`src/rtl/ft_out_arbiter.sv`:
```
// Two-requester packet arbiter feeding a registered byte stream into an FT245 output FIFO.
// Optional grant watchdog: define FT_OUT_ARB_TIMEOUT_EN.
module ft_out_arbiter #(
  parameter logic [15:0] TIMEOUT_CYCLES = 16'd1024
) (
  input  logic       clk,
  input  logic       rst,
  input  logic       req0,
  input  logic       req1,
  output logic       gnt0,
  output logic       gnt1,
  input  logic       wr0,
  input  logic       wr1,
  input  logic [7:0] data0,
  input  logic [7:0] data1,
  input  logic       last0,
  input  logic       last1,
  output logic       rdy0,
  output logic       rdy1,
  output logic       out_fifo_wr,
  output logic [7:0] out_fifo_data,
  input  logic       out_fifo_full,
  output logic       busy,
  output logic       timeout
);

  typedef enum logic [1:0] {
    IDLE = 2'd0,
    OWN0 = 2'd1,
    OWN1 = 2'd2
  } state_e;

  state_e     state_q, state_d;
  logic       lo_q, lo_d;
  logic       wr_q, wr_d;
  logic [7:0] data_q, data_d;
  logic       acc0, acc1;
  logic       to_fire;

  if (TIMEOUT_CYCLES == 16'd0) begin : g_bad_to
    $error("TIMEOUT_CYCLES must be nonzero");
  end

  assign gnt0 = (state_q == OWN0);
  assign gnt1 = (state_q == OWN1);
  assign busy = gnt0 | gnt1;
  assign rdy0 = gnt0 & ~out_fifo_full;
  assign rdy1 = gnt1 & ~out_fifo_full;

  // A non-last byte offered as req drops is part of an abort, not data.
  assign acc0 = wr0 & rdy0 & (req0 | last0);
  assign acc1 = wr1 & rdy1 & (req1 | last1);

  assign out_fifo_wr   = wr_q;
  assign out_fifo_data = data_q;

`ifdef FT_OUT_ARB_TIMEOUT_EN
  logic [15:0] cnt_q, cnt_d;

  always_comb begin
    cnt_d = cnt_q;
    if (state_q == IDLE) begin
      cnt_d = 16'd0;
    end else if (acc0 | acc1) begin
      cnt_d = 16'd0;
    end else if (!out_fifo_full && cnt_q != TIMEOUT_CYCLES) begin
      cnt_d = cnt_q + 16'd1;
    end
  end

  assign to_fire = ((gnt0 & req0) | (gnt1 & req1))
                 & ~(acc0 | acc1)
                 & ~out_fifo_full
                 & (cnt_q == TIMEOUT_CYCLES);

  always_ff @(posedge clk) begin
    if (rst) begin
      cnt_q <= 16'd0;
    end else begin
      cnt_q <= cnt_d;
    end
  end
`else
  assign to_fire = 1'b0;
`endif

  assign timeout = to_fire;

  always_comb begin
    state_d = state_q;
    lo_d    = lo_q;
    wr_d    = 1'b0;
    data_d  = data_q;
    unique case (state_q)
      IDLE: begin
        if (req0 && (!req1 || lo_q)) begin
          state_d = OWN0;
        end else if (req1) begin
          state_d = OWN1;
        end
      end
      OWN0: begin
        if (acc0) begin
          wr_d   = 1'b1;
          data_d = data0;
        end
        if ((acc0 && last0) || !req0 || to_fire) begin
          state_d = IDLE;
          lo_d    = 1'b0;
        end
      end
      OWN1: begin
        if (acc1) begin
          wr_d   = 1'b1;
          data_d = data1;
        end
        if ((acc1 && last1) || !req1 || to_fire) begin
          state_d = IDLE;
          lo_d    = 1'b1;
        end
      end
      default: begin
        state_d = IDLE;
      end
    endcase
  end

  always_ff @(posedge clk) begin
    if (rst) begin
      state_q <= IDLE;
      lo_q    <= 1'b1;
      wr_q    <= 1'b0;
      data_q  <= 8'h00;
    end else begin
      state_q <= state_d;
      lo_q    <= lo_d;
      wr_q    <= wr_d;
      data_q  <= data_d;
    end
  end

endmodule

```
`config.mk`:
```
export PLATFORM = sky130hd
export DESIGN_NAME = ft_out_arbiter
export DESIGN_NICKNAME = d
export VERILOG_FILES = /design/src/rtl/ft_out_arbiter.sv
export SDC_FILE = /design/constraint.sdc
export NUM_CORES = 1
export LEC_CHECK = 0
export ABC_CLOCK_PERIOD_IN_PS = 3000
export BUFFER_PORTS_ARGS = -buffer_cell sky130_fd_sc_hd__buf_4
export CAP_MARGIN = 20
export CORE_UTILIZATION = 32
export DETAILED_ROUTE_END_ITERATION = 10
export PLACE_DENSITY = 0.72
export SYNTH_ARGS = -nofsm -noshare
export SYNTH_HDL_FRONTEND = slang
export SYNTH_SLANG_ARGS = --single-unit
```
`constraint.sdc`:
```
create_clock -name clk -period 3 [get_ports clk]
set_input_delay 0.15 -clock clk [delete_from_list [all_inputs] [get_ports clk]]
set_output_delay 0.15 -clock clk [all_outputs]
set_load 0.02 [all_outputs]
```
======== Yosys cells after proc, flatten, opt, wreduce, memory -nomap -nowiden ========
Index checks and enable logic that the tools add are counted.
word-level totals
  register bits ........................... 12
  output and inout bits ................... 15
cells by class
  mux-type cells .......................... 14
  equality and inequality tests ........... 7
  bitwise gates (word level) .............. 10
  reduce and logical (&&, ||, !) cells .... 13
operators by type and width
  cell                                            count
  two-way mux 8 bit                               2
  one-hot mux 8 bit (2 select lines)              1
  AND reduction 3 bit                             3
  two-way mux 2 bit                               4
  != test 2 x 1 -> 1 bit (second input constant)  4
  bitwise AND 1 bit                               6
  one-hot mux 2 bit (3 select lines)              1
  two-way mux 1 bit                               4
  one-hot mux 1 bit (2 select lines)              2
  logical AND 1 bit                               3
  logical OR 1 bit                                3
  != test 3 bit (second input constant)           1
  OR 1 bit                                        3
  == test 2 x 1 -> 1 bit (second input constant)  1
  == test 2 bit (second input constant)           1
  zero test 1 bit                                 2
  zero test 2 bit                                 1
  nonzero test 2 bit                              1
  inverter 1 bit                                  1

======== Logic depth before layout (Yosys ltp) ========
  depth in word-level cells ............... 8
  gate-level depth with buffers ........... 6
  mapped depth without buffers ............ 6

======== Least setup slack after synthesis ========
Ideal clock, no wire load.
  path type ............................... register to register
  start point ............................. register state_q[0]
  end point ............................... register data_q[0], in the netlist out_fifo_data[0]
  stages on the path, launching flop included .. 7
  setup slack ............................. 1490 ps
  buffers on the path ..................... 1
  arrival ................................. 1373 ps
  setup time .............................. 137 ps
  required time ........................... 2863 ps
  path through ............................ dfxtp_1 inv_1 ha_1 or3b_1 buf_6 o22ai_2 a22oi_1
between the ends
  word-level cells in the longest chain between the ends .. 6
  elaborated cells on any way between the ends .. 13
  those cells by class .................... eq/ne (4); mux (1); bitwise (6); reduce/logical (2)
ends and longest elaborated chain
  element                                  RTL line  source
  from (decl)                              33        state_e state_q, state_d;
  from (signal assigned)                   135       state_q <= state_d;
  == test 2 bit (*)                        45        assign gnt1 = (state_q == OWN1);
  via gnt1                                 11        output logic gnt1,
  bitwise AND 1 bit                        48        assign rdy1 = gnt1 & ~out_fifo_full;
  bitwise AND 1 bit (2 in a row)           52        assign acc1 = wr1 & rdy1 & (req1 | last1);
  != test 2 x 1 -> 1 bit (no source line)  n/a
  AND reduction 3 bit (no source line)     n/a
  to (signal assigned)                     138       data_q <= data_d;
  to (decl)                                36        logic [7:0] data_q, data_d;
The timed path passes the listed nets; every way through them passes the cells marked *.
A chain may end at the register's enable or synchronous reset.

======== Final worst setup path ========
  start point ............................. register state_q[0]
  end point ............................... register data_q[4], in the netlist out_fifo_data[4]
between the ends
  word-level cells in the longest chain between the ends .. 6
  elaborated cells on any way between the ends .. 13
  those cells by class .................... eq/ne (4); mux (1); bitwise (6); reduce/logical (2)
ends and longest elaborated chain
  element                                                  RTL line
  == test 2 bit or == test 2 x 1 -> 1 bit (tied branches)  45, 94, 44
  bitwise AND 1 bit (on tied branches)                     48, 47
  bitwise AND 1 bit (on tied branches) (2 in a row)        52, 51
  != test 2 x 1 -> 1 bit (no source line)                  n/a
  AND reduction 3 bit (no source line)                     n/a
Parallel ways exist; a longest one is shown, timed or not.

==> run_results.csv <==
group,metric,value,unit
grt,grt_pass1_wl,2930,microns
clock_tree,postCtsSetupBuffers,0,
floorplanning,die_x,49.5,microns
pwr,leakage,0.508,nW
setup_path,reg2reg_depth,6,
setup_path,crit_path_cell_trace,"inv_1 -> ha_1 -> buf_4 -> o21ai_0 -> nand4_1 -> a22oi_1",
detailed_routing,dr_wl_met3,127,microns
logic_synthesis,synth_area_leaders,"dfxtp_1 33%, o22ai_2 16%, a22oi_1 8.3%, nand2_1 7.3%, ha_1 5.2%",
placement,dpl.hpwl,1460,microns
grt,grt_remaining_overflow,0,
detailed_routing,vias,763,
logic_synthesis,yosysWarningCount,0,
layout,final_core_util,50.9,%
setup_path,cp.required,3.18,ns
placement,place_congestion,0.827,
layout,layout.cells.non_filler,147,
sta,fmax,0.619,GHz
sta,setup_viol,0,
min_path,holdPathStages,2,
sta,drv_slew,0,
sta,min_period_over_period,53.9,%
layout,final_common_cell,"buf_4",
logic_synthesis,synth_top_cell_by_area,"dfxtp_1",
setup_path,cp-start-kind,"register",
detailed_routing,wl_per_cell,12.8,microns
min_path,whs_endpoint,"state_q[1]",
detailed_routing,highest_layer,"met4",
grt,grt_max_degree,14,
setup_path,cp_slowest_cell,"dfxtp_1",
clock_tree,worstSkewPairLatency,0.28,ns
setup_path,reg2reg_to,"out_fifo_data[4]",
flow_run,max_cap_viol_count,0,
sta,min_period,1.62,ns
clock_tree,ctsHoldBuffers,0,
logic_synthesis,syn-num-nets,111,
clock_tree,cts_sinks,12,
layout,nets,150,
grt,grt_pass1_vias,697,
clock_tree,h-tree-depth,1,
detailed_routing,finalWirelength,1890,microns
logic_synthesis,ys_seq_area_share,33.3,%
logic_synthesis,synth_area,722,sq um
logic_synthesis,syn-mean-instance-area,8.70,sq um
floorplanning,ios,40,
detailed_routing,dr.pass1.iters,4,
setup_path,crit-reg2reg-launch,"state_q[0]",
layout,diodes,0,
placement,dp.cells,144,
logic_synthesis,ys_ff_latch,12,
setup_path,cpPeakStageDelay,0.35,ns
clock_tree,cts-root-buf,"clkbuf_4",
setup_path,r2r_setup_slack,1.38,ns
layout,drive_gt1_share,43.3,%
pwr,vdd.ir_drop.worst,0.314,mV
pwr,power,0.590,mW
grt,antenna_found_initial,0,
outcome,status,"complete, no violations",
setup_path,crit_cells,6,
setup_path,path_max_fanout,13,
min_path,min_from,"rst",
clock_tree,cts_buffer_depth,2,
logic_synthesis,syn_inst,83,
sta,setup_tns,0,ns
floorplanning,row_count,16,
detailed_routing,drc,0,
sta,hold_violations,0,
detailed_routing,viasPerCell,5.19,
min_path,hp-class,"in2reg",
sta,skew,0.00645,ns
sta,rsz0062_at_grt,"false",
clock_tree,cts-buffers-inserted,3,
floorplanning,die_area,2450,sq um
detailed_routing,drtAntennaViolNets,0,
pwr,power.density,567,nW/um^2
setup_path,endpoint_kind,"register",
detailed_routing,route.met2.wl,927,microns
setup_path,crit_buf_inv,2,
detailed_routing,drt_iter0_markers,12,
clock_tree,cts_tree,"built",
logic_synthesis,yosys.cell_types.count,28,
setup_path,path_class,"reg2reg",
floorplanning,die_h,49.5,microns
clock_tree,post_cts_resized,0,
sta,hold_ws,0.0884,ns
layout,area_delta_synth_final,44.0,%
logic_synthesis,synth_top_area_share,33.3,%
setup_path,cpLargestDelayFamily,"compound AO/OA/AOI/OAI gates",
setup_path,worstPathArrival,1.80,ns
placement,port_buffers,38,
detailed_routing,wl_met1,820,microns
floorplanning,initial_utilization,35.4,%
layout,final_cell_mix,"39 x buf_4, 14 x nand2_1, 12 x dfxtp_1",
grt,grt.total_usage,15.7,%
floorplanning,design.core.area,2040,sq um
clock_tree,cts.clk_slew.worst_paths,0.07,ns
## worst reg2reg max path, stage by stage, from the launching register on
cell and delay [ns]:
dfxtp_1 0.35, inv_1 0.06, ha_1 0.20, buf_4 0.19, o21ai_0 0.09, nand4_1 0.33
a22oi_1 0.30
## worst max-delay path by stage
stage               start                to
2_1_floorplan  state_q[0]  out_fifo_data[0]
3_3_place_gp   state_q[0]  out_fifo_data[4]
3_5_place_dp   state_q[0]  out_fifo_data[4]
4_1_cts        state_q[0]  out_fifo_data[4]
5_1_grt        state_q[0]  out_fifo_data[4]
6_report       state_q[0]  out_fifo_data[4]
## cell usage after synthesis
library cell	instances
dfxtp_1	12
a21oi_1	2
nand2_1	14
nor4b_1	1
and3b_1	2
nor2_1	4
inv_2	1
buf_4	1
buf_6	1
and2_1	1
o21ai_0	2
nor3_1	1
o31ai_1	1
o22ai_2	9
ha_1	3
buf_2	1
a22oi_1	8
or3b_1	2
clkbuf_1	1
and3_1	1
o32ai_1	2
conb_1	1
nand2b_1	2
and2b_1	2
o21ai_1	2
inv_1	4
buf_1	1
nand4_1	1
## layer usage
layer | vias to the layer above | global-route usage, %
met3 | 2 | 5.25
met1 | 360 | 18.2
met4 | 0 | 4.29
li1 | 377 | -
met2 | 24 | 27.2
met5 | - | 0
## flip-flops by register name, summed over array words and instances, names as in the netlist
name,count
lo_q,1
out_fifo_wr,1
state_q,2
out_fifo_data,8
## area by class of cell
type                       instances  area (sq um)
clock buffer                       3          22.5
tap                               27          33.8
fill                             213          1000
sequential                        12           240
inverter                           5          18.8
multi-input combinational         61           432
timing repair buffer              39           293
## power by group
group / switching [mW] / total (mW) / internal [mW]
Clock: 0.0527 / 0.0993 / 0.0466
Sequential: 0.0211 / 0.218 / 0.197
Combinational: 0.148 / 0.272 / 0.125
## kinds of logic (layout without fill, tap and decap cells)
kind of cell,count (synthesis),after routing,synth area share [%]
and+or+nand+nor,31,31,22.5
AOI/OAI and AO/OA,26,26,31.5
DFF,12,12,33.3
buffers and inverters,10,47,6.93
adders and majority gates,3,3,5.20
other,1,1,0.519
## metrics by stage
stage / setup slack [ns] / cell area (sq um)
after floorplan: 1.49 / 722
after detailed placement: 1.42 / 1020
final: 1.38 / 1040
after global placement: 1.49 / 1020
after CTS: 1.39 / 1040
after global routing: 1.27 / 1040
Note: power is estimated with default switching activity, not from simulation.
